File: config.mk
export PLATFORM = sky130hd
export DESIGN_NAME = mem_arbiter_flat
export DESIGN_NICKNAME = d
export VERILOG_FILES = /design/src/rtl/mem_arbiter_if.sv /design/src/rtl/mem_arbiter.sv /design/src/flat_wrapper.sv
export SDC_FILE = /design/constraint.sdc
export NUM_CORES = 1
export LEC_CHECK = 0
export CAP_MARGIN = 20
export CORE_AREA = 2 2 117 119
export CTS_CLUSTER_DIAMETER = 40
export DETAILED_ROUTE_END_ITERATION = 10
export DIE_AREA = 0 0 119 121
export PLACE_DENSITY = 0.65
export SETUP_SLACK_MARGIN = 0.05
export SYNTH_ARGS = -nofsm -noshare
export SYNTH_HDL_FRONTEND = slang
export SYNTH_SLANG_ARGS = --single-unit
File: constraint.sdc
create_clock -name clk -period 2.24 [get_ports clk]
set_input_delay 0.224 -clock clk [delete_from_list [all_inputs] [get_ports clk]]
set_output_delay 0.224 -clock clk [all_outputs]
set_load 0.05 [all_outputs]
File: src/rtl/mem_arbiter_if.sv
// mem_arbiter_if: groups both master ports, the shared RAM port and the status outputs of mem_arbiter.
// slave is the arbiter's view; master is the view of whatever drives the masters and models the RAM.
`ifndef XLEN
`define XLEN 32
`endif

interface mem_arbiter_if;
   logic              m0_mem_req;
   logic              m0_mem_we;
   logic [`XLEN-1:0]  m0_mem_addr;
   logic [`XLEN-1:0]  m0_mem_wdata;
   logic [`XLEN-1:0]  m0_mem_rdata;
   logic              m0_mem_ready;

   logic              m1_mem_req;
   logic              m1_mem_we;
   logic [`XLEN-1:0]  m1_mem_addr;
   logic [`XLEN-1:0]  m1_mem_wdata;
   logic [`XLEN-1:0]  m1_mem_rdata;
   logic              m1_mem_ready;

   logic              ram_mem_req;
   logic              ram_mem_we;
   logic [`XLEN-1:0]  ram_mem_addr;
   logic [`XLEN-1:0]  ram_mem_wdata;
   logic [`XLEN-1:0]  ram_mem_rdata;
   logic              ram_mem_ready;

   logic [1:0]        grant;
   logic              timeout_err;

   modport slave (
      input  m0_mem_req, m0_mem_we, m0_mem_addr, m0_mem_wdata,
      output m0_mem_rdata, m0_mem_ready,
      input  m1_mem_req, m1_mem_we, m1_mem_addr, m1_mem_wdata,
      output m1_mem_rdata, m1_mem_ready,
      output ram_mem_req, ram_mem_we, ram_mem_addr, ram_mem_wdata,
      input  ram_mem_rdata, ram_mem_ready,
      output grant, timeout_err
   );

   modport master (
      output m0_mem_req, m0_mem_we, m0_mem_addr, m0_mem_wdata,
      input  m0_mem_rdata, m0_mem_ready,
      output m1_mem_req, m1_mem_we, m1_mem_addr, m1_mem_wdata,
      input  m1_mem_rdata, m1_mem_ready,
      input  ram_mem_req, ram_mem_we, ram_mem_addr, ram_mem_wdata,
      output ram_mem_rdata, ram_mem_ready,
      input  grant, timeout_err
   );
endinterface

File: src/rtl/mem_arbiter.sv
// mem_arbiter: two masters share one RAM port; an access aborts after TIMEOUT unanswered BUSY cycles.
// Define ARB_RR_EN for round-robin arbitration; otherwise m0 has fixed priority.
`ifndef XLEN
`define XLEN 32
`endif

module mem_arbiter #(
   parameter int TIMEOUT = 255
) (
   input logic          clk,
   input logic          rst_n,
   mem_arbiter_if.slave bus
);
   localparam int CW = (TIMEOUT < 1) ? 1 : $clog2(TIMEOUT + 1);
   localparam logic [CW-1:0] CNT_MAX  = (TIMEOUT > 0) ? CW'(TIMEOUT) : {CW{1'b1}};
   localparam logic [CW-1:0] CNT_LAST = (TIMEOUT > 0) ? CW'(TIMEOUT - 1) : {CW{1'b0}};

   typedef enum logic {IDLE = 1'b0, BUSY = 1'b1} state_t;

   state_t            state_r, state_s;
   logic [1:0]        grant_r, grant_s;
   logic [CW-1:0]     cnt_r, cnt_s;
   logic              timeout_err_r, timeout_err_s;
   logic              any_req_s;
   logic              pick_m1_s;
   logic              own_req_s, own_we_s;
   logic [`XLEN-1:0]  own_addr_s, own_wdata_s;
   logic              hit_s, done_s, abort_s;

   assign any_req_s = bus.m0_mem_req | bus.m1_mem_req;

`ifdef ARB_RR_EN
   logic last_r;

   // On a tie, favour the master that did not take the previous grant
   always_comb begin
      pick_m1_s = 1'b0;
      if (bus.m0_mem_req && bus.m1_mem_req) begin
         pick_m1_s = ~last_r;
      end else begin
         pick_m1_s = bus.m1_mem_req;
      end
   end

   // Last-served master, updated on every grant
   always_ff @(posedge clk or negedge rst_n) begin
      if (!rst_n) begin
         last_r <= 1'b1;
      end else if (state_r == IDLE && any_req_s) begin
         last_r <= pick_m1_s;
      end else begin
         last_r <= last_r;
      end
   end
`else
   // Fixed priority: m1 wins only when m0 is not asking
   always_comb begin
      pick_m1_s = 1'b0;
      if (!bus.m0_mem_req && bus.m1_mem_req) begin
         pick_m1_s = 1'b1;
      end else begin
         pick_m1_s = 1'b0;
      end
   end
`endif

   // Select the current owner's request signals
   always_comb begin
      own_req_s   = 1'b0;
      own_we_s    = 1'b0;
      own_addr_s  = {`XLEN{1'b0}};
      own_wdata_s = {`XLEN{1'b0}};
      if (grant_r[1]) begin
         own_req_s   = bus.m1_mem_req;
         own_we_s    = bus.m1_mem_we;
         own_addr_s  = bus.m1_mem_addr;
         own_wdata_s = bus.m1_mem_wdata;
      end else if (grant_r[0]) begin
         own_req_s   = bus.m0_mem_req;
         own_we_s    = bus.m0_mem_we;
         own_addr_s  = bus.m0_mem_addr;
         own_wdata_s = bus.m0_mem_wdata;
      end else begin
         own_req_s   = 1'b0;
      end
   end

   // The current unanswered cycle would be the TIMEOUT-th one
   assign hit_s = (TIMEOUT != 0) && !bus.ram_mem_ready && (cnt_r >= CNT_LAST);

   // Next-state logic; owner drop beats completion, completion beats timeout
   always_comb begin
      state_s       = state_r;
      grant_s       = grant_r;
      cnt_s         = cnt_r;
      timeout_err_s = timeout_err_r;
      done_s        = 1'b0;
      abort_s       = 1'b0;
      case (state_r)
         IDLE: begin
            if (any_req_s) begin
               state_s = BUSY;
               grant_s = pick_m1_s ? 2'b10 : 2'b01;
               cnt_s   = {CW{1'b0}};
            end else begin
               grant_s = 2'b00;
            end
         end
         BUSY: begin
            if (!own_req_s) begin
               state_s = IDLE;
               grant_s = 2'b00;
            end else if (bus.ram_mem_ready) begin
               done_s  = 1'b1;
               state_s = IDLE;
               grant_s = 2'b00;
            end else if (hit_s) begin
               abort_s       = 1'b1;
               timeout_err_s = 1'b1;
               state_s       = IDLE;
               grant_s       = 2'b00;
            end else if (cnt_r != CNT_MAX) begin
               cnt_s = cnt_r + {{(CW-1){1'b0}}, 1'b1};
            end else begin
               cnt_s = cnt_r;
            end
         end
         default: begin
            state_s = IDLE;
            grant_s = 2'b00;
         end
      endcase
   end

   // State, grant, counter and sticky error registers
   always_ff @(posedge clk or negedge rst_n) begin
      if (!rst_n) begin
         state_r       <= IDLE;
         grant_r       <= 2'b00;
         cnt_r         <= {CW{1'b0}};
         timeout_err_r <= 1'b0;
      end else begin
         state_r       <= state_s;
         grant_r       <= grant_s;
         cnt_r         <= cnt_s;
         timeout_err_r <= timeout_err_s;
      end
   end

   // RAM port follows the owner only while an access is live; readys go to the owner only
   always_comb begin
      bus.ram_mem_req   = 1'b0;
      bus.ram_mem_we    = 1'b0;
      bus.ram_mem_addr  = {`XLEN{1'b0}};
      bus.ram_mem_wdata = {`XLEN{1'b0}};
      bus.m0_mem_ready  = 1'b0;
      bus.m0_mem_rdata  = {`XLEN{1'b0}};
      bus.m1_mem_ready  = 1'b0;
      bus.m1_mem_rdata  = {`XLEN{1'b0}};
      if (state_r == BUSY && own_req_s && !abort_s) begin
         bus.ram_mem_req   = 1'b1;
         bus.ram_mem_we    = own_we_s;
         bus.ram_mem_addr  = own_addr_s;
         bus.ram_mem_wdata = own_wdata_s;
      end else begin
         bus.ram_mem_req   = 1'b0;
      end
      if ((done_s || abort_s) && grant_r[1]) begin
         bus.m1_mem_ready = 1'b1;
         bus.m1_mem_rdata = done_s ? bus.ram_mem_rdata : {`XLEN{1'b0}};
      end else if (done_s || abort_s) begin
         bus.m0_mem_ready = 1'b1;
         bus.m0_mem_rdata = done_s ? bus.ram_mem_rdata : {`XLEN{1'b0}};
      end else begin
         bus.m0_mem_ready = 1'b0;
      end
   end

   assign bus.grant       = grant_r;
   assign bus.timeout_err = timeout_err_r;

endmodule

File: src/flat_wrapper.sv
// flat-port wrapper written by rule: the top's interface ports become plain ports
module mem_arbiter_flat 
#(
   parameter int TIMEOUT = 255
)
  (clk, rst_n, bus_m0_mem_req, bus_m0_mem_we, bus_m0_mem_addr, bus_m0_mem_wdata, bus_m0_mem_rdata, bus_m0_mem_ready, bus_m1_mem_req, bus_m1_mem_we, bus_m1_mem_addr, bus_m1_mem_wdata, bus_m1_mem_rdata, bus_m1_mem_ready, bus_ram_mem_req, bus_ram_mem_we, bus_ram_mem_addr, bus_ram_mem_wdata, bus_ram_mem_rdata, bus_ram_mem_ready, bus_grant, bus_timeout_err);
  mem_arbiter_if bus_i ();
  input logic clk;
  input logic rst_n;
  input wire logic [$bits(bus_i.m0_mem_req)-1:0] bus_m0_mem_req;
  input wire logic [$bits(bus_i.m0_mem_we)-1:0] bus_m0_mem_we;
  input wire logic [$bits(bus_i.m0_mem_addr)-1:0] bus_m0_mem_addr;
  input wire logic [$bits(bus_i.m0_mem_wdata)-1:0] bus_m0_mem_wdata;
  output wire logic [$bits(bus_i.m0_mem_rdata)-1:0] bus_m0_mem_rdata;
  output wire logic [$bits(bus_i.m0_mem_ready)-1:0] bus_m0_mem_ready;
  input wire logic [$bits(bus_i.m1_mem_req)-1:0] bus_m1_mem_req;
  input wire logic [$bits(bus_i.m1_mem_we)-1:0] bus_m1_mem_we;
  input wire logic [$bits(bus_i.m1_mem_addr)-1:0] bus_m1_mem_addr;
  input wire logic [$bits(bus_i.m1_mem_wdata)-1:0] bus_m1_mem_wdata;
  output wire logic [$bits(bus_i.m1_mem_rdata)-1:0] bus_m1_mem_rdata;
  output wire logic [$bits(bus_i.m1_mem_ready)-1:0] bus_m1_mem_ready;
  output wire logic [$bits(bus_i.ram_mem_req)-1:0] bus_ram_mem_req;
  output wire logic [$bits(bus_i.ram_mem_we)-1:0] bus_ram_mem_we;
  output wire logic [$bits(bus_i.ram_mem_addr)-1:0] bus_ram_mem_addr;
  output wire logic [$bits(bus_i.ram_mem_wdata)-1:0] bus_ram_mem_wdata;
  input wire logic [$bits(bus_i.ram_mem_rdata)-1:0] bus_ram_mem_rdata;
  input wire logic [$bits(bus_i.ram_mem_ready)-1:0] bus_ram_mem_ready;
  output wire logic [$bits(bus_i.grant)-1:0] bus_grant;
  output wire logic [$bits(bus_i.timeout_err)-1:0] bus_timeout_err;
  assign bus_i.m0_mem_req = bus_m0_mem_req;
  assign bus_i.m0_mem_we = bus_m0_mem_we;
  assign bus_i.m0_mem_addr = bus_m0_mem_addr;
  assign bus_i.m0_mem_wdata = bus_m0_mem_wdata;
  assign bus_m0_mem_rdata = bus_i.m0_mem_rdata;
  assign bus_m0_mem_ready = bus_i.m0_mem_ready;
  assign bus_i.m1_mem_req = bus_m1_mem_req;
  assign bus_i.m1_mem_we = bus_m1_mem_we;
  assign bus_i.m1_mem_addr = bus_m1_mem_addr;
  assign bus_i.m1_mem_wdata = bus_m1_mem_wdata;
  assign bus_m1_mem_rdata = bus_i.m1_mem_rdata;
  assign bus_m1_mem_ready = bus_i.m1_mem_ready;
  assign bus_ram_mem_req = bus_i.ram_mem_req;
  assign bus_ram_mem_we = bus_i.ram_mem_we;
  assign bus_ram_mem_addr = bus_i.ram_mem_addr;
  assign bus_ram_mem_wdata = bus_i.ram_mem_wdata;
  assign bus_i.ram_mem_rdata = bus_ram_mem_rdata;
  assign bus_i.ram_mem_ready = bus_ram_mem_ready;
  assign bus_grant = bus_i.grant;
  assign bus_timeout_err = bus_i.timeout_err;
  mem_arbiter #(.TIMEOUT(TIMEOUT)) u_core (.clk(clk), .rst_n(rst_n), .bus(bus_i));
endmodule
Yosys cells after proc, flatten, opt, wreduce, memory -nomap -nowiden

Cells that the tools add are included.
W data, S select, Z words.

Register bits: 12
Input bits: 167
Output and inout bits: 135
Logic and storage cells: 71

Add/subtract/negate cells: 1
Order comparisons: 1
Equal/unequal tests: 7
Muxes and demuxes: 44
Bitwise logic cells: 3
Reductions and logical operators: 11

Operators by type and width:

| operator              | count |
|---|---|
| $mux W32              | 10 |
| $mux W8               | 5 |
| $mux W1               | 21 |
| $pmux W8 S2           | 1 |
| $mux W2               | 5 |
| $add A8 B1 Y8 const B | 1 |
| $ge A8 B8 Y1 const B  | 1 |
| $ne A2 B2 Y1 const B  | 4 |
| $ne A8 B8 Y1 const B  | 1 |
| $logic_and A1 B1 Y1   | 5 |
| $reduce_and A5 Y1     | 1 |
| $ne A4 B4 Y1 const B  | 1 |
| $pmux W2 S2           | 1 |
| $reduce_and A4 Y1     | 1 |
| $logic_not A1 Y1      | 3 |
| $ne A2 B1 Y1 const B  | 1 |
| $not A1 Y1            | 2 |
| $pmux W1 S2           | 1 |
| $logic_or A1 B1 Y1    | 1 |
| $or A1 B1 Y1          | 1 |

Logic depth before layout (Yosys ltp)

Gate-level depths: netlist (run 1).

Depth in word-level cells: 9
Depth in mapped cells: 8
Mapped depth without buffers: 7

Least setup slack after synthesis (run 1)

No wires, ideal clock.

Kind: reg-to-output
Start point: reg u_core.grant_r[1], in the netlist u_core.bus.grant[1]
End point: out bus_m0_mem_ready
Arrival time: 2.268 ns
Data required time: 2.016 ns
Slack: -0.252 ns
Stages on the path, launching flop included: 6
Buffers on the path: 1
Cell sequence: dfrtp_1 > buf_2 > nand2_1 > nand2_1 > nand2_1 > nor3_1

Word-level cells in the longest chain between the ends: 6
Elaborated cells between the ends (all ways): 9
Classes of those cells: mux: 7; reduce/logical: 2

Ends and longest elaborated chain:

| what                                           | RTL line                               | text |
|---|---|---|
| from (decl)                                    | mem_arbiter.sv:21                      | `logic [1:0] grant_r, grant_s;` |
| from (signal assigned)                         | mem_arbiter.sv:144                     | `grant_r <= grant_s;` |
| $mux W1                                        | mem_arbiter.sv:73                      | `if (grant_r[1]) begin` |
| $mux W1                                        | mem_arbiter.sv:110                     | `if (!own_req_s) begin` |
| $mux W1                                        | mem_arbiter.sv:99                      | `case (state_r)` |
| $logic_or A1 B1 Y1                             | mem_arbiter.sv:168, mem_arbiter.sv:171 |  |
| $mux W1 or $logic_and A1 B1 Y1 (tied branches) | mem_arbiter.sv:171, mem_arbiter.sv:168 |  |
| $mux W1 *                                      | mem_arbiter.sv:168                     | `if ((done_s \|\| abort_s) && grant_r[1]) begin` |
| to (decl)                                      | flat_wrapper.sv:15                     | `output wire logic [$bits(bus_i.m0_mem_ready)-1:0] bus_m0_mem_ready;` |

Mark *: on every way between the ends. The rest lies on a longest branch, timed or not.

Final worst setup path (run 1)

Start point: reg u_core.cnt_r[0]
End point: out bus_m1_mem_rdata[21]

Word-level cells in the longest chain between the ends: 9

Ends and longest elaborated chain:

| what                   | RTL line           | text |
|---|---|---|
| from (decl)            | mem_arbiter.sv:22  | `logic [CW-1:0] cnt_r, cnt_s;` |
| from (signal assigned) | mem_arbiter.sv:140 | `cnt_r <= {CW{1'b0}};` |
| from (signal assigned) | mem_arbiter.sv:145 | `cnt_r <= cnt_s;` |
| $ge A8 B8 Y1           | mem_arbiter.sv:89  | `assign hit_s = (TIMEOUT != 0) && !bus.ram_mem_ready && (cnt_r >= CNT_LAST);` |
| $logic_and A1 B1 Y1    | mem_arbiter.sv:89  |  |
| $mux W1                | mem_arbiter.sv:117 | `end else if (hit_s) begin` |
| $mux W1                | mem_arbiter.sv:113 | `end else if (bus.ram_mem_ready) begin` |
| $mux W1                | mem_arbiter.sv:110 |  |
| $mux W1                | mem_arbiter.sv:99  |  |
| $logic_or A1 B1 Y1     | mem_arbiter.sv:168 |  |
| $logic_and A1 B1 Y1    | mem_arbiter.sv:168 |  |
| $mux W32               | mem_arbiter.sv:168 |  |
| to (decl)              | flat_wrapper.sv:20 | `output wire logic [$bits(bus_i.m1_mem_rdata)-1:0] bus_m1_mem_rdata;` |

No other way between the ends.

==> results of run 1 <==
kinds of logic after synthesis:
group                    count (synthesis)  share of synthesized area [%]
adder cells (fa/ha/maj)                  2                           1.18
AO/OA/AOI/OAI                           96                           34.7
buffers and inverters                   45                           9.17
flip-flops                              12                           14.2
AND/OR/NAND/NOR                        165                           40.7
metal layers:
metal / track usage, % / wire [um] / share of wire (%) / vias up
met3: 4.14 / 1120 / 7.5 / 20
met4: 4.46 / 319 / 2.1 / 0
met2: 36.0 / 7980 / 54 / 202
met1: 22.0 / 5480 / 37 / 1823
met5: 0 / 0 / 0 / -
li1: - / - / - / 1805
worst max-delay path: cells and delay by family (launching register included):
kind / cells / cell delay (ns)
adders and majority gates: 1 / 0.16
buffers and inverters: 4 / 0.41
and+or+nand+nor: 3 / 0.71
AOI/OAI and AO/OA: 1 / 0.13
DFF: 1 / 0.38
per-stage QoR:
stage	utilization (%)	power, mW	instances
after CTS	57.3	2.01	791
final	58.5	2.03	795
after global routing	58.5	2.12	795
after detailed placement	52.8	1.49	774
after floorplan	-	0.807	320
after global placement	52.8	1.47	774
repair_timing:
| action | in CTS | in global routing |
|---|---|---|
| setup buffers | 8 | 2 |
| endpoints found under the setup margin | 129 | 127 |
| pin swaps | 30 | 6 |
| gates resized for setup | 99 | 23 |
| cloned | 5 | 2 |
state kept, by name, summed over array words and instances (netlist names):
register / count
u_core.bus.grant: 2
u_core.bus.timeout_err: 1
u_core.cnt_r: 8
u_core.state_r: 1
cells in the mapped netlist (all sizes together), types with 3 or more instances:
library cell  instances
and3                 70
nand2                 9
dfrtp                12
clkbuf               24
a22oi                66
buf                  15
o21ai                 4
nor2                 69
nand3                 4
inv                   6
a31oi                 6
a211o                 3
power by group through the flow:
stage          registers [mW]  logic (mW)  clock network, mW
2_1_floorplan           0.265       0.543                  0
3_3_place_gp            0.270        1.20                  0
3_5_place_dp            0.272        1.21                  0
4_1_cts                 0.265        1.36              0.376
5_1_grt                 0.270        1.47              0.385
6_report                0.266        1.39              0.371
path summary, 6_finish.rpt:
path	start	end	slack (ns)	cells after the start
min in group clk	u_core.bus.timeout_err	u_core.bus.timeout_err	0.49	1
max in group asynchronous	rst_n	u_core.bus.grant[1]	1.49	1
worst max-delay path	u_core.cnt_r[0]	bus_m1_mem_rdata[21]	-0.02	9
worst min-delay path	rst_n	u_core.cnt_r[6]	0.35	1
worst max register to register	u_core.cnt_r[0]	u_core.cnt_r[7]	0.36	6
worst min register to register	u_core.bus.timeout_err	u_core.bus.timeout_err	0.49	1
layout make-up:
class	instances	area [sq um]	area share, %
repair buffers	332	4770	62.2
multi-input cells	263	2230	29.1
flip-flops and latches	12	303	3.95
well taps	176	220	2.87
clock buffers	4	88.8	1.16
inverters	6	30.0	0.392
repair inverters	2	22.5	0.294
==> key figures, run 1 <==
Clock tree
  – Clock latency on the worst-skew pair: 0.24 ns
  – CTS Root Cell: clkbuf_16
  – Clk buf depth: 2
  – Post-CTS Hold Buffers: 0
  – CTS tree: built
  – Clock sink count: 12
  – Clock slew at reported path FFs: about 0.040 ns
  – H-tree levels: 1
  – Inserted Clock Buffers: 3

STA
  – Period utilization: 101%
  – Worst Skew: 0.00159 ns
  – WHS: 0.347 ns
  – Post-route setup slack: -0.0159 ns
  – Fin crit period: roughly 2.3 ns
  – RSZ-0062 raised after global routing: yes
  – Setup TNS: -0.0443 ns
  – Final Max Tran Viols: 0
  – Slew headroom: 55.6%
  – Final setup violation count: 5
  – Fmax: 443 MHz
  – Fin. Hold Viols: 0
  – Slew @ Worst Pin: 0.659 ns

Synthesis
  – Cell taking the most area after synthesis: a22oi_1
  – FF+latch count, synth: 12
  – Yosys cell types: 39
  – Post-Syn Instances: 320
  – Yosys Warn Count: 0
  – Mapped Area: 2110 sq um
  – Post-synth ARST share: between 90% and 100%
  – Number of synthesized flops with an enable pin: 0
  – Most area-consuming cells after synthesis: a22oi_1 (23%), and3_1 (21%), dfrtp_1 (14%)
  – Syn_nets: about 490
  – Synth Flop Type: dfrtp_1
  – Syn Area/Cell: 6.61 sq um
  – Seq/Total Area, Yosys: 14.2%
  – Area share of the largest cell type after synthesis: approximately a quarter

Detailed routing
  – Total Wirelength: 14900 um
  – Remaining DRCs: 0
  – Vias: 3850
  – Avg WL per Cell: 18.7 um
  – Pre-Repair DR Iteration Count: 4
  – Routed Antenna Nets: 0
  – Initial DRC Count: 188
  – Vias per inst: 4.84

Setup path
  – Max incr delay on CP: 0.38 ns
  – Worst Path Arrival: 2.03 ns
  – Crit Path Max Fanout: 9
  – CP startpoint kind: register
  – Worst-path cell chain: inv_2 -> ha_4 -> or2_4 -> a31oi_4 -> nand4b_4 -> buf_12 -> inv_8 -> and3_2 -> buf_12
  – Crit Path Class: reg -> out
  – CP most frequent cell: buf_12
  – CP endpoint kind: output pin
  – Required @ worst endpoint: 2.02 ns
  – Slowest cell on crit path: dfrtp_1

Floorplanning
  – Cell Rows: 42
  – Starting Density: approximately 16%
  – Die W: 119 um
  – Placeable Area: ~13000 sq um
  – IO Pins: 302
  – Die boundary height: 121 um
  – Die ar.: between 10000 and 15000 sq um

Pwr
  – Sw Share: 41.3%
  – Combinational Power Share: 68.6%
  – Leakage: 2.95 nW
  – NetSw: 839 uW
  – Clock share of power: 18.3%
  – Part of the power in registers: a little over an eighth
  – Pwr dens: roughly 270 nW/um^2
  – Max IR drop VDD: 207 uV
  – Pint: 1.19 mW

GRT
  – Initial antenna violation count: 0
  – Global-route wire length before repair: 22000 um
  – Number of global-route vias before repair: 3878
  – Largest net degree at the start of global routing: 66
  – Global router's overall resource usage: 19.2%
  – Grt total ovfl: 0

Flow run
  – Maximum capacitance violations: 0

Layout
  – Commonest non-fill, non-tap cell in the layout: clkdlybuf4s50_1
  – Design Area, Final: ~7700 sq um
  – Area Overhead vs Synth: 262%
  – FILL cells: ~1000
  – Most frequent cells in the layout: clkdlybuf4s50_1 (168), buf_12 (140), a22oi_1 (66)
  – Nets: 789
  – Share of layout cells above drive strength 1: between 50% and 60%
  – # diodes: 0

Outcome
  – Failing checks: setup timing
  – Status: finished, violations left

Hold path
  – HP Class: in -> async

Place
  – IO buf count: 301
  – GP Congestion: 0.841
  – Pre-CTS setup slack: roughly 0.035 ns
  – Dpl hpwl: around 11000 um
  – Placed cell area: about 6900 sq um
Power figures use the tool's default switching activity.
==> run 2, diff against run 1 <==
CAP_MARGIN = unset   (was 20)
CORE_AREA = 4 4 115 117   (was 2 2 117 119)
PLACE_DENSITY = 0.69   (was 0.65)
==> run 2 against run 1 <==
The run still ends with setup timing left. Cell count down 0.75%. Register-to-register slack got worse by 0.07 ns. Largest power group unchanged. Flip-flop and latch count is the same. Clock power barely moved. Total power rose by 3.0%.
==> key figures, run 2 (same netlist as run 1, synthesis figures left out) <==
Setup path
  – Crit Path Max Fanout: 8 (-1)
  – Worst Path Arrival: 2.06 ns (+0.03 ns)
  – Worst r2r path cells: 5 (-1)
  – Critical R2R Launch: u_core.cnt_r[5]
  – Crit Path Class: reg -> out
  – FF-to-FF setup slack: 0.29 ns (-0.07 ns)
  – Required @ worst endpoint: 2.02 ns (about the same)
  – CP startpoint: u_core.cnt_r[1]
  – CP startpoint kind: register
  – Reg-to-Reg End: u_core.cnt_r[7]
  – CP endpoint kind: output pin

Layout
  – FILL cells: 930 (-9.2%)
  – Share of layout cells above drive strength 1: 52.4% (+1.3 points)
  – Largest reg by FF count: u_core.cnt_r
  – Multi-input gate area: 2440 sq um (+9.4%)
  – Nets: 787 (-0.25%)
  – Area Overhead vs Synth: 272%
  – Most frequent cells in the layout: clkdlybuf4s50_1 (168), buf_12 (142), a22oi_1 (66)
  – FF/Latch Area: 305 sq um (+0.83%)
  – Final Util: 63.6% (+5.1 points)
  – Number of flip-flops in the largest register: 8 (unchanged)
  – Post-Layout Cell Count: 789 (-0.75%)
  – Commonest non-fill, non-tap cell in the layout: clkdlybuf4s50_1
  – # diodes: 0 (unchanged)

GRT
  – Grt total ovfl: 0 (unchanged)
  – Met3 global-route usage: 3.82% (-0.31 points)
  – Global router's overall resource usage: 19.6% (+0.43 points)
  – Initial antenna violation count: 0 (unchanged)
  – Global-route wire length before repair: 22700 um (+3.4%)
  – GRT busiest layer: met2
  – Met2 Usage GRT: 38.6% (+2.6 points)
  – Number of global-route vias before repair: 3921 (+1.1%)
  – Largest net degree at the start of global routing: 66 (unchanged)
  – Met1 Resource Use GR: 21.8% (-0.20 points)

Detailed routing
  – Routed Antenna Nets: 0 (unchanged)
  – Pre-Repair DR Iteration Count: 5 (+1)
  – Vias per inst: 4.88 (+0.79%)
  – Avg WL per Cell: 20.2 um (+7.9%)
  – Vias: 3851 (+0.026%)
  – Remaining DRCs: 0 (unchanged)
  – Initial DRC Count: 165 (-12%)
  – Total Wirelength: 16000 um (+7.1%)

Floorplanning
  – Cell Rows: 41 (-2.4%)
  – Starting Density: 17.1% (+0.94 points)
  – IO Pins: 302 (unchanged)
  – Die boundary height: 121 um (unchanged)
  – Placeable Area: 12400 sq um (-5.5%)
  – Die ar.: 14400 sq um (unchanged)
  – Die W: 119 um (unchanged)

Place
  – Placed cell count: 769 (-0.65%)
  – IO buf count: 301 (unchanged)
  – GP Congestion: 0.897 (+6.7%)
  – Dpl hpwl: 11800 um (+2.7%)

Clock tree
  – Clk buf depth: 2 (unchanged)
  – CTS Root Cell: clkbuf_16
  – Inserted Clock Buffers: 3 (unchanged)
  – Clock latency on the worst-skew pair: 0.25 ns (about the same)
  – Clock slew at reported path FFs: 0.04 ns (about the same)
  – H-tree levels: 1 (unchanged)
  – CTS tree: built
  – Post-CTS Hold Buffers: 0 (unchanged)
  – Clock sink count: 12 (unchanged)

STA
  – Slew @ Worst Pin: 0.649 ns (-0.0104 ns)
  – Post-route setup slack: -0.0470 ns (-0.0312 ns)
  – Fin. Hold Viols: 0 (unchanged)
  – Period utilization: 102% (+1.4 points)
  – Fmax: 437 MHz (-1.4%)
  – Slew headroom: 56.6% (+1.0 points)
  – Final Max Tran Viols: 0 (unchanged)
  – Worst Skew: 0.00176 ns (+0.000174 ns)
  – RSZ-0062 raised after global routing: yes
  – Setup TNS: -0.500 ns (-0.456 ns)
  – Final setup violation count: 17 (+12)
  – Fin crit period: 2.29 ns (+0.0312 ns)

Pwr
  – Total power: 2.09 mW (+3.0%)
  – Max IR drop VDD: 226 uV (+9.6%)
  – Pwr dens: 266 nW/um^2 (+0.34%)
  – Leakage: 2.90 nW (-1.8%)

Flow run
  – Maximum capacitance violations: 0 (unchanged)

Outcome
  – Failing checks: setup timing
  – Status: finished, violations left

Hold path
  – HP Class: in -> async
run 2: final cells by class:
type | count | area share, %
multi-input combinational | 263 | 31.0
sequential | 12 | 3.88
clock buffer | 4 | 1.13
inverter | 6 | 0.446
timing repair buffer | 332 | 60.8
tap | 172 | 2.74
run 2: per-stage QoR:
stage	worst slack (ns)	hold WS, ns	area, sq um
final	-0.0470	0.340	7860
after detailed placement	0.0510	0.484	6900
after global routing	-0.104	0.389	7860
after floorplan	-0.204	-0.0716	2320
after global placement	0.102	0.482	6900
after CTS	-0.0435	0.357	7590
run 2: how the worst max path moves through the flow:
| stage | endpoint | slack (ns) | cells after the start |
|---|---|---|---|
| floorplan | bus_ram_mem_addr[17] | -0.20 | 5 |
| global placement | bus_m1_mem_rdata[19] | 0.10 | 8 |
| detailed placement | bus_m1_mem_rdata[6] | 0.05 | 8 |
| CTS | bus_m0_mem_rdata[25] | -0.04 | 9 |
| global route | bus_m0_mem_rdata[15] | -0.10 | 9 |
| finish | bus_m0_mem_rdata[25] | -0.05 | 8 |
run 2: critical path, cell delays in order (launching register included):
cell and delay (ns):
dfrtp_1 0.41, ha_4 0.17, or2_4 0.25, a31oi_4 0.16
nand4b_4 0.21, buf_12 0.15, buf_12 0.12, and3_4 0.20
buf_12 0.13
run 2: per-layer routing:
layer  up-vias  share of wire, %
met2       187                57
met1      1851                35
met5         -                 0
li1       1798                 -
met3        15               6.3
met4         0               1.0
run 2: power by group:
part	switching (mW)	total (mW)	internal [mW]
clock	0.104	0.374	0.270
sequential	0.0306	0.266	0.235
combinational	0.746	1.45	0.707
total	0.880	2.09	1.21
run 2: timing repair:
| action | in CTS | in global routing |
|---|---|---|
| pin swaps | 6 | 50 |
| gates cloned | 5 | 1 |
| endpoints found under the setup margin | 127 | 129 |
| buffers inserted | 10 | 3 |
| gates resized for setup | 104 | 74 |
==> run 3, diff against run 2 <==
ABC_AREA = 1   (was unset)
CORE_AREA = 4 4 114 116   (was 4 4 115 117)
DIE_AREA = 0 0 118 120   (was 0 0 119 121)
PLACE_DENSITY = 0.7   (was 0.69)
==> run 3 against run 2 <==
The run now ends clean. Largest power group unchanged. Setup slack improved by 0.12 ns. Critical path type is now in -> out. Global-route usage increased by 2.2 points. Via count increased by 0.78%. Non-clock buffer count decreased by 4. Critical path depth unchanged. Cell count increased by 3.4%.
==> key figures, run 3 <==
Synthesis
  – Synth Flop Type: dfrtp_1
  – Area share of the largest cell type after synthesis: 23.2% (-0.20 points)
  – Yosys cell types: 24 (-38%)
  – Commonest cells in the netlist: nor2_1 (78), a22oi_1 (65), nor3_1 (64)
  – Number of synthesized flops with an enable pin: 0 (unchanged)
  – Post-synth ARST share: 100% (unchanged)
  – Mapped Area: 2100 sq um (-0.65%)
  – Most area-consuming cells after synthesis: a22oi_1 (23%), nor3_1 (15%), dfrtp_1 (14%)
  – Syn_nets: 539 (+10%)
  – Yosys Warn Count: 0 (unchanged)
  – Cell taking the most area after synthesis: a22oi_1
  – Top-count cell post-synth: nor2_1
  – Post-Syn Instances: 370 (+16%)
  – Seq/Total Area, Yosys: 14.3% (+0.093 points)
  – Syn Area/Cell: 5.68 sq um (-14%)
  – FF+latch count, synth: 12 (unchanged)

Clock tree
  – Inserted Clock Buffers: 3 (unchanged)
  – Clk buf depth: 2 (unchanged)
  – Post-CTS Hold Buffers: 0 (unchanged)
  – H-tree levels: 1 (unchanged)
  – Clock slew at reported path FFs: 0.05 ns (about the same)
  – Clock latency on the worst-skew pair: 0.25 ns (about the same)
  – CTS Root Cell: clkbuf_16
  – Clock sink count: 12 (unchanged)
  – CTS tree: built

Setup path
  – Crit Path Max Fanout: 7 (-1)
  – Crit Path Class: in -> out
  – CP startpoint kind: input pin
  – CP endpoint kind: output pin
  – Worst Path Arrival: 1.94 ns (-0.12 ns)
  – Required @ worst endpoint: 2.02 ns (about the same)

Pwr
  – Max IR drop VDD: 441 uV (+95%)
  – Total power: 2.17 mW (+3.9%)
  – Pwr dens: 271 nW/um^2 (+1.9%)
  – Leakage: 3.06 nW (+5.6%)

Floorplanning
  – Cell Rows: 40 (-2.4%)
  – Die W: 118 um (-0.84%)
  – Die ar.: 14200 sq um (-1.7%)
  – Starting Density: 17.6% (+0.53 points)
  – Die boundary height: 120 um (-0.83%)
  – IO Pins: 302 (unchanged)
  – Placeable Area: 11900 sq um (-3.7%)

Place
  – Pre-CTS setup slack: 0.0802 ns (+0.0292 ns)
  – GP Congestion: 0.901 (+0.52%)
  – IO buf count: 301 (unchanged)
  – Placed cell count: 798 (+3.8%)
  – Dpl hpwl: 13500 um (+15%)
  – Placed cell area: 7420 sq um (+7.6%)

GRT
  – Met2 Usage GRT: 40.7% (+2.1 points)
  – Initial antenna violation count: 0 (unchanged)
  – Number of global-route vias before repair: 3944 (+0.59%)
  – Met1 Resource Use GR: 24.0% (+2.2 points)
  – Grt total ovfl: 0 (unchanged)
  – Global router's overall resource usage: 21.8% (+2.2 points)
  – Global-route wire length before repair: 24400 um (+7.4%)
  – Largest net degree at the start of global routing: 52 (-21%)
  – GRT busiest layer: met2
  – Met3 global-route usage: 7.02% (+3.2 points)

STA
  – RSZ-0062 raised after global routing: yes
  – Final setup violation count: 0 (-17)
  – Slew headroom: 62.0% (+5.4 points)
  – Fin crit period: 2.17 ns (-0.122 ns)
  – Period utilization: 96.7% (-5.4 points)
  – Setup TNS: 0 ns (+0.500 ns)
  – Fmax: 462 MHz (+5.6%)
  – WHS: 0.346 ns (+0.00631 ns)
  – Fin. Hold Viols: 0 (unchanged)
  – Worst Skew: 0.00178 ns (+0.0000256 ns)
  – Final Max Tran Viols: 0 (unchanged)
  – Slew @ Worst Pin: 0.568 ns (-0.0804 ns)
  – Post-route setup slack: 0.0745 ns (+0.122 ns)

Detailed routing
  – Vias per inst: 4.76 (-2.6%)
  – Initial DRC Count: 233 (+41%)
  – Vias: 3881 (+0.78%)
  – Total Wirelength: 16900 um (+5.8%)
  – Routed Antenna Nets: 0 (unchanged)
  – Remaining DRCs: 0 (unchanged)
  – Pre-Repair DR Iteration Count: 5 (unchanged)
  – Avg WL per Cell: 20.7 um (+2.3%)

Flow run
  – Maximum capacitance violations: 0 (unchanged)

Layout
  – Share of layout cells above drive strength 1: 45.7% (-6.6 points)
  – Commonest non-fill, non-tap cell in the layout: clkdlybuf4s50_1
  – Multi-input gate area: 2510 sq um (+3.1%)
  – Most frequent cells in the layout: clkdlybuf4s50_1 (168), buf_12 (139), a22oi_1 (65)
  – Final Util: 67.4% (+3.8 points)
  – Design Area, Final: 8030 sq um (+2.1%)
  – FILL cells: 865 (-7.0%)
  – Post-Layout Cell Count: 816 (+3.4%)
  – FF/Latch Area: 304 sq um (-0.41%)
  – Nets: 839 (+6.6%)
  – Area Overhead vs Synth: 282%
  – # diodes: 0 (unchanged)
  – Largest reg by FF count: u_core.cnt_r
  – Number of flip-flops in the largest register: 8 (unchanged)

Outcome
  – Status: completed

Hold path
  – HP Class: in -> async
==> run 3: cell count changes after synthesis, sizes merged, moves of 3 or more <==
cell,delta
clkbuf,-9
and3,-70
a31oi,-6
nor3,+62
buf,+4
nand3,+10
inv,+40
nand2,+34
nor2,+10
a211o,-3
==> run 3: area by class of cell <==
| cell class | count | share of cell area [%] |
|---|---|---|
| timing repair buffer | 328 | 59.3 |
| multi-input combinational | 279 | 31.3 |
| sequential | 12 | 3.79 |
| tap | 147 | 2.29 |
| inverter | 46 | 2.18 |
| clock buffer | 4 | 1.11 |
==> run 3: cell families (layout without fill, tap and decap cells) <==
logic type / Yosys count / count (layout) / synth area share [%]
AOI/OAI and AO/OA: 72 / 72 / 25.7
adders and majority gates: 2 / 2 / 1.19
buffers and inverters: 80 / 378 / 16.4
DFF: 12 / 12 / 14.3
xor gates and xnor gates: 1 / 1 / 0.417
and+or+nand+nor: 203 / 204 / 42.0
==> run 3: timing repair <==
action	4_1_cts	5_1_grt
setup endpoints to repair	76	116
buffers inserted	4	5
pin swaps	2	6
gates cloned	2	3
resized for setup	16	59
==> run 3: path summary, 6_finish.rpt <==
path / startpoint / endpoint / slack (ns) / depth (start not counted)
setup / recovery: bus_m1_mem_req / bus_m1_mem_rdata[17] / 0.07 / 8
hold / removal: rst_n / u_core.bus.grant[1] / 0.35 / 1
setup reg to reg: u_core.cnt_r[1] / u_core.cnt_r[4] / 0.48 / 10
hold reg to reg: u_core.cnt_r[5] / u_core.cnt_r[5] / 0.50 / 2
max in group asynchronous: rst_n / u_core.bus.grant[1] / 1.47 / 1
min in group clk: u_core.cnt_r[5] / u_core.cnt_r[5] / 0.50 / 2
==> run 3: report_power, final <==
part	leakage (nW)	switching, mW	internal (mW)
clock network	0.0442	0.103	0.270
logic	2.85	0.854	0.700
registers	0.162	0.0161	0.231
==> run 3: critical path, cell delays in order <==
cell and delay [ns]:
clkdlybuf4s50_1 0.57, nand2_4 0.08, a21oi_4 0.22, buf_12 0.14, nand2_8 0.08, buf_16 0.17
nor3_4 0.26, buf_12 0.17
==> run 3: routing by layer <==
layer / wire [um] / up-vias
met3: 1370 / 37
met2: 9240 / 162
met1: 5830 / 1810
met4: 444 / 0
li1: - / 1872
met5: 0 / -
